$ cat config.mk
export PLATFORM = sky130hd
export DESIGN_NAME = gpu_cmd_parser
export DESIGN_NICKNAME = d
export VERILOG_FILES = /design/src/rtl/gpu_cmd_parser.sv
export SDC_FILE = /design/constraint.sdc
export NUM_CORES = 1
export LEC_CHECK = 0
export BUFFER_PORTS_ARGS = -buffer_cell sky130_fd_sc_hd__buf_2
export CORE_MARGIN = 3
export CORE_UTILIZATION = 40
export CTS_CLUSTER_DIAMETER = 60
export DETAILED_ROUTE_END_ITERATION = 10
export PLACE_DENSITY_LB_ADDON = 0.25
export SYNTH_ARGS = -nofsm -noshare
export SYNTH_HDL_FRONTEND = slang
export SYNTH_SLANG_ARGS = --single-unit
$ cat constraint.sdc
create_clock -name clk -period 3.4 [get_ports clk]
set_clock_uncertainty 0.2 [all_clocks]
set_input_delay 0.34 -clock clk [delete_from_list [all_inputs] [get_ports clk]]
set_output_delay 0.34 -clock clk [all_outputs]
set_load 0.02 [all_outputs]
$ cat src/rtl/gpu_cmd_parser.sv
// rtl/gpu_cmd_parser.sv - command FIFO plus packet parser feeding the rasteriser
// Draw/clear/end-of-frame packets are assembled into one wide command word.
module gpu_cmd_parser #(
  parameter int FIFO_DEPTH = 16,
  parameter int NUM_VERTS  = 3,
  parameter int COORD_W    = 16
) (
  input  logic                          clk,
  input  logic                          reset,
  input  logic [31:0]                   fifo_write_data,
  input  logic                          fifo_write,
  output logic                          fifo_full,
  output logic [$clog2(FIFO_DEPTH):0]   fifo_count,
  output logic                          cmd_valid,
  input  logic                          cmd_ready,
  output logic [3:0]                    cmd_opcode,
  output logic [7:0]                    cmd_texnum,
  output logic [NUM_VERTS*32-1:0]       cmd_verts,
  output logic [31:0]                   cmd_color,
  output logic                          overflow,
  output logic                          bad_opcode
);

  localparam int AW = $clog2(FIFO_DEPTH);
  localparam int CW = AW + 1;

  if (FIFO_DEPTH < 4 || (1 << AW) != FIFO_DEPTH || NUM_VERTS < 1 || NUM_VERTS > 8 ||
      COORD_W < 1 || 2 * COORD_W > 32) begin : g_bad_params
    $error("gpu_cmd_parser: unsupported parameter combination");
  end

  typedef enum logic [1:0] {IDLE, ARGS, PRESENT} state_t;

  logic [31:0]   mem [FIFO_DEPTH];
  logic [AW-1:0] wr_ptr, rd_ptr;
  logic [31:0]   head;
  logic          empty, pop, push;

  state_t                  state, state_n;
  logic [2:0]              idx, idx_n, last, last_n;
  logic [3:0]              opcode_n;
  logic [7:0]              texnum_n;
  logic [NUM_VERTS*32-1:0] verts_n;
  logic [31:0]             color_n;
  logic                    bad_n;

  assign head      = mem[rd_ptr];
  assign empty     = (fifo_count == '0);
  assign fifo_full = (fifo_count == CW'(FIFO_DEPTH));
  // A full FIFO still takes a write when the parser frees a slot in the same cycle.
  assign push      = fifo_write && (!fifo_full || pop);
  assign cmd_valid = (state == PRESENT);

  always_ff @(posedge clk) begin
    if (push) mem[wr_ptr] <= fifo_write_data;
  end

  always_ff @(posedge clk or negedge reset) begin
    if (!reset) begin
      wr_ptr     <= '0;
      rd_ptr     <= '0;
      fifo_count <= '0;
      overflow   <= 1'b0;
    end else begin
      if (push) wr_ptr <= wr_ptr + 1'b1;
      if (pop)  rd_ptr <= rd_ptr + 1'b1;
      if (push && !pop)      fifo_count <= fifo_count + 1'b1;
      else if (!push && pop) fifo_count <= fifo_count - 1'b1;
      if (fifo_write && !push) overflow <= 1'b1;
    end
  end

  always_comb begin
    state_n  = state;
    idx_n    = idx;
    last_n   = last;
    opcode_n = cmd_opcode;
    texnum_n = cmd_texnum;
    verts_n  = cmd_verts;
    color_n  = cmd_color;
    bad_n    = bad_opcode;
    pop      = 1'b0;
    case (state)
      IDLE: begin
        if (!empty) begin
          pop      = 1'b1;
          opcode_n = head[31:28];
          texnum_n = head[7:0];
          verts_n  = '0;
          color_n  = '0;
          idx_n    = '0;
          case (head[31:28])
            4'd1: begin
              last_n  = 3'(NUM_VERTS - 1);
              state_n = ARGS;
            end
            4'd3: begin
              last_n  = '0;
              state_n = ARGS;
            end
            4'd2:    state_n = PRESENT;
            4'd0:    state_n = IDLE;
            default: bad_n = 1'b1;
          endcase
        end
      end
      ARGS: begin
        if (!empty) begin
          pop = 1'b1;
          if (cmd_opcode == 4'd1) begin
            for (int i = 0; i < NUM_VERTS; i++) begin
              if (idx == 3'(i)) verts_n[i*32 +: 32] = head;
            end
          end else begin
            color_n = head;
          end
          if (idx == last) state_n = PRESENT;
          else             idx_n   = idx + 1'b1;
        end
      end
      PRESENT: begin
        if (cmd_ready) state_n = IDLE;
      end
      default: state_n = IDLE;
    endcase
  end

  always_ff @(posedge clk or negedge reset) begin
    if (!reset) begin
      state      <= IDLE;
      idx        <= '0;
      last       <= '0;
      cmd_opcode <= '0;
      cmd_texnum <= '0;
      cmd_verts  <= '0;
      cmd_color  <= '0;
      bad_opcode <= 1'b0;
    end else begin
      state      <= state_n;
      idx        <= idx_n;
      last       <= last_n;
      cmd_opcode <= opcode_n;
      cmd_texnum <= texnum_n;
      cmd_verts  <= verts_n;
      cmd_color  <= color_n;
      bad_opcode <= bad_n;
    end
  end

endmodule

==> flow_metrics.env <==
export IMPL_status="finished clean"
export IMPL_synthCells=1221
export IMPL_fmax_mhz=322
export IMPL_syn2layout_area_growth_pct=19.4
export IMPL_final_area_um2=30900
export IMPL_synth_top_cells_by_area="edfxtp_1, dfrtp_1, mux4_2"
export IMPL_portBuffers=184
export IMPL_p_leak_nw=11.5
export IMPL_htree_levels=3
export IMPL_gp_congestion=0.780
export IMPL_syn_area_um2=25900
export IMPL_place_hpwl_mm=35.5
export IMPL_wirelength_mm=58.4
export IMPL_fillCellCount=5232
export IMPL_critical_path_class="register to register"
export IMPL_ys_flop_type="edfxtp_1"
export IMPL_antenna_cells=0
export IMPL_grt_pass1_wl_mm=88.3
export IMPL_synth_edff_count=512
export IMPL_grt_pass1_vias=13447
export IMPL_drive_gt1_share_pct=41.8
export IMPL_yosysUniqueCellTypes=43
export IMPL_die_x_um=260
export IMPL_dp_slack_ns=0.182
export IMPL_via_count=12755
export IMPL_ant_nets=0
export IMPL_final_cell_mix="edfxtp_1, buf_2, dfrtp_1"
export IMPL_viasPerCell=5.28
export IMPL_clkTransAtPathRegs_ns=0.06
export IMPL_required_ns=3.67
export IMPL_synth_top_area_share_pct=59.4
export IMPL_overflow=0
export IMPL_core_area_um2=63500
export IMPL_yosys_area_share_adder_pct=0.705
export IMPL_start_util_pct=40.8
export IMPL_cp_max_fo=9
export IMPL_rr_worst_depth=12
export IMPL_drc=0
export IMPL_placed_cell_area_um2=28400
export IMPL_die_area_um2=67800
export IMPL_fin_crit_sh_pct=91.2
export IMPL_worst_pin_slew_ns=0.905
export IMPL_wire_per_inst_um=24.2
export IMPL_start_kind="register"
export IMPL_total_power_mw=27.1
export IMPL_antenna_found_initial=5
export IMPL_slew_violations=0
export IMPL_cts_buffer_depth=3
export IMPL_async_flop_share_pct=23.9
export IMPL_cts_setup_buffers=0
export IMPL_crit_path_start="fifo_count[1]$_DFFE_PN0P_"
export IMPL_slew_headroom_pct=39.5
export IMPL_grt_use_total_pct=17.6
export IMPL_synth_top_family_by_area="multiplexers"
export IMPL_yosys_area_share_xor_xnor_pct=0.406
export IMPL_cts_made_buffers=69
export IMPL_rows=92
export IMPL_fin_setup_tns_ns=0
export IMPL_synth_mux_area_share_pct=19.3
export IMPL_grt_max_degree=68
export IMPL_clk_latency_ns=0.60
export IMPL_hold_viol=0
export IMPL_die_h_um=260
export IMPL_crit_end="fifo_count[4]$_DFFE_PN0P_"
export IMPL_ys_seq_elements=673
export IMPL_synth_simple_area_share_pct=2.73
export IMPL_fin_util_pct=48.7
export IMPL_power_density_nw_per_um2=875
export IMPL_synth_warnings=0
export IMPL_cts_tree="built"
export IMPL_critPathArrivalTime_ns=3.37
export IMPL_seq_area_frac_synth_pct=74.9
export IMPL_min_path_type="primary input to asynchronous set/reset pin"
export IMPL_reg2reg_from="fifo_count[1]$_DFFE_PN0P_"
export IMPL_firstDrtPassIters=4
export IMPL_rrSetupSlack_ns=0.30
export IMPL_nNetsFinal=1563
export IMPL_cts_root_buffer="clkbuf_16"
export IMPL_final_common_cell="edfxtp_1"
export IMPL_cts_sinks=673
export IMPL_end_kind="register"
export IMPL_maxCapViolCount=0
export IMPL_dr_first_iter_drc_count=941
export IMPL_synth_compound_gate_area_share_pct=0.734
export IMPL_synth_net_count=1271
export IMPL_yosysTopAreaCell="edfxtp_1"
export IMPL_ios=185
export IMPL_r2r_end="fifo_count[4]$_DFFE_PN0P_"
export IMPL_period_minus_slack_ns=3.10
export IMPL_finalWorstSetupSlack_ns=0.298
export IMPL_grt_setup_unrepaired="no"
export IMPL_peakVddDrop_mv=0.490
export IMPL_synth_avg_cell_area_um2=21.2
export IMPL_setup_violations=0
-- final cells by class --
| cell class | count | area, um2 | area share [%] |
|---|---|---|---|
| Timing Repair Buffer | 279 | 1970 | 6.36 |
| Tap cell | 846 | 1060 | 3.42 |
| Multi-Input combinational cell | 482 | 6260 | 20.2 |
| Inverter | 8 | 30.0 | 0.0971 |
| Sequential cell | 673 | 19400 | 62.8 |
| Clock buffer | 96 | 1970 | 6.36 |
| Clock inverter | 30 | 235 | 0.761 |
-- worst min path at each step --
| stage | start | endpoint | slack (ns) | cells after the start |
|---|---|---|---|---|
| 2_1_floorplan | reset | bad_opcode$_DFFE_PN0P_ | -0.16 | 0 |
| 3_3_place_gp | reset | cmd_verts[69]$_DFFE_PN0P_ | 0.18 | 1 |
| 3_5_place_dp | reset | cmd_verts[34]$_DFFE_PN0P_ | 0.19 | 1 |
| 4_1_cts | reset | cmd_verts[34]$_DFFE_PN0P_ | 0.11 | 2 |
| 5_1_grt | reset | cmd_verts[34]$_DFFE_PN0P_ | 0.18 | 2 |
| 6_report | reset | cmd_verts[34]$_DFFE_PN0P_ | 0.13 | 2 |
-- cell usage after synthesis, types with 4 or more instances --
| cell | count |
|---|---|
| a21o_1 | 4 |
| a21oi_1 | 5 |
| a22oi_1 | 4 |
| and2_1 | 16 |
| buf_1 | 6 |
| buf_2 | 26 |
| buf_4 | 4 |
| clkbuf_1 | 20 |
| dfrtp_1 | 161 |
| edfxtp_1 | 512 |
| ha_1 | 13 |
| inv_1 | 7 |
| mux2_2 | 131 |
| mux4_2 | 156 |
| nand2_1 | 51 |
| nand3_1 | 5 |
| nor2_1 | 9 |
| nor2b_1 | 37 |
| o21ai_0 | 7 |
| o21ai_1 | 5 |
| xnor2_1 | 9 |
-- critical path, stage by stage, from the launching register on --
cell and delay [ns]:
dfrtp_1 0.43, or3_1 0.44, nor3_2 0.22, nor2_1 0.10, inv_2 0.16, ha_1 0.21, inv_1 0.11, fa_1 0.41
a21o_1 0.17, a21oi_1 0.18, xnor2_1 0.14, nor2_1 0.06, xor2_1 0.14
-- logic make-up after synthesis --
kind of cell               Yosys count
xor gates and xnor gates            12
and+or+nand+nor                    137
AOI/OAI and AO/OA                   31
buffers and inverters               66
DFF                                673
adders and majority gates           14
muxes                              288
-- report_power, final --
| part | leakage (nW) | switching [mW] | total [mW] | internal, mW |
|---|---|---|---|---|
| clock network | 1.07 | 3.02 | 7.29 | 4.27 |
| logic | 3.69 | 4.78 | 8.86 | 4.08 |
| registers | 6.78 | 0.745 | 10.9 | 10.2 |
-- routing by layer --
| layer | track usage (%) | up-vias | wire length (um) |
|---|---|---|---|
| li1 | - | 5507 | - |
| met1 | 23.9 | 6839 | 24900 |
| met2 | 29.6 | 337 | 29600 |
| met3 | 2.77 | 68 | 2860 |
| met4 | 5.05 | 4 | 1040 |
| met5 | 0 | - | 27 |
-- sequential cells by signal, summed over array words and instances, names as in the netlist, 2 cells and up --
| register | count |
|---|---|
| mem | 512 |
| wr_ptr | 4 |
| fifo_count | 5 |
| idx | 3 |
| cmd_opcode | 4 |
| state | 2 |
| cmd_color | 32 |
| cmd_texnum | 8 |
| cmd_verts | 96 |
| rd_ptr | 4 |
-- through the flow --
stage / hold WS [ns] / cells
2_1_floorplan: -0.156 / 1221
3_3_place_gp: 0.183 / 2253
3_5_place_dp: 0.191 / 2253
4_1_cts: 0.113 / 2414
5_1_grt: 0.185 / 2414
6_report: 0.129 / 2414
-- what timing repair did --
item | 4_1_cts | 5_1_grt
gates resized for setup | 0 | 1
hold buffers | 35 | 0
hold endpoints to repair | 578 | 0
endpoints found under the setup margin | 0 | 1
(Power assumes the default switching activity.)
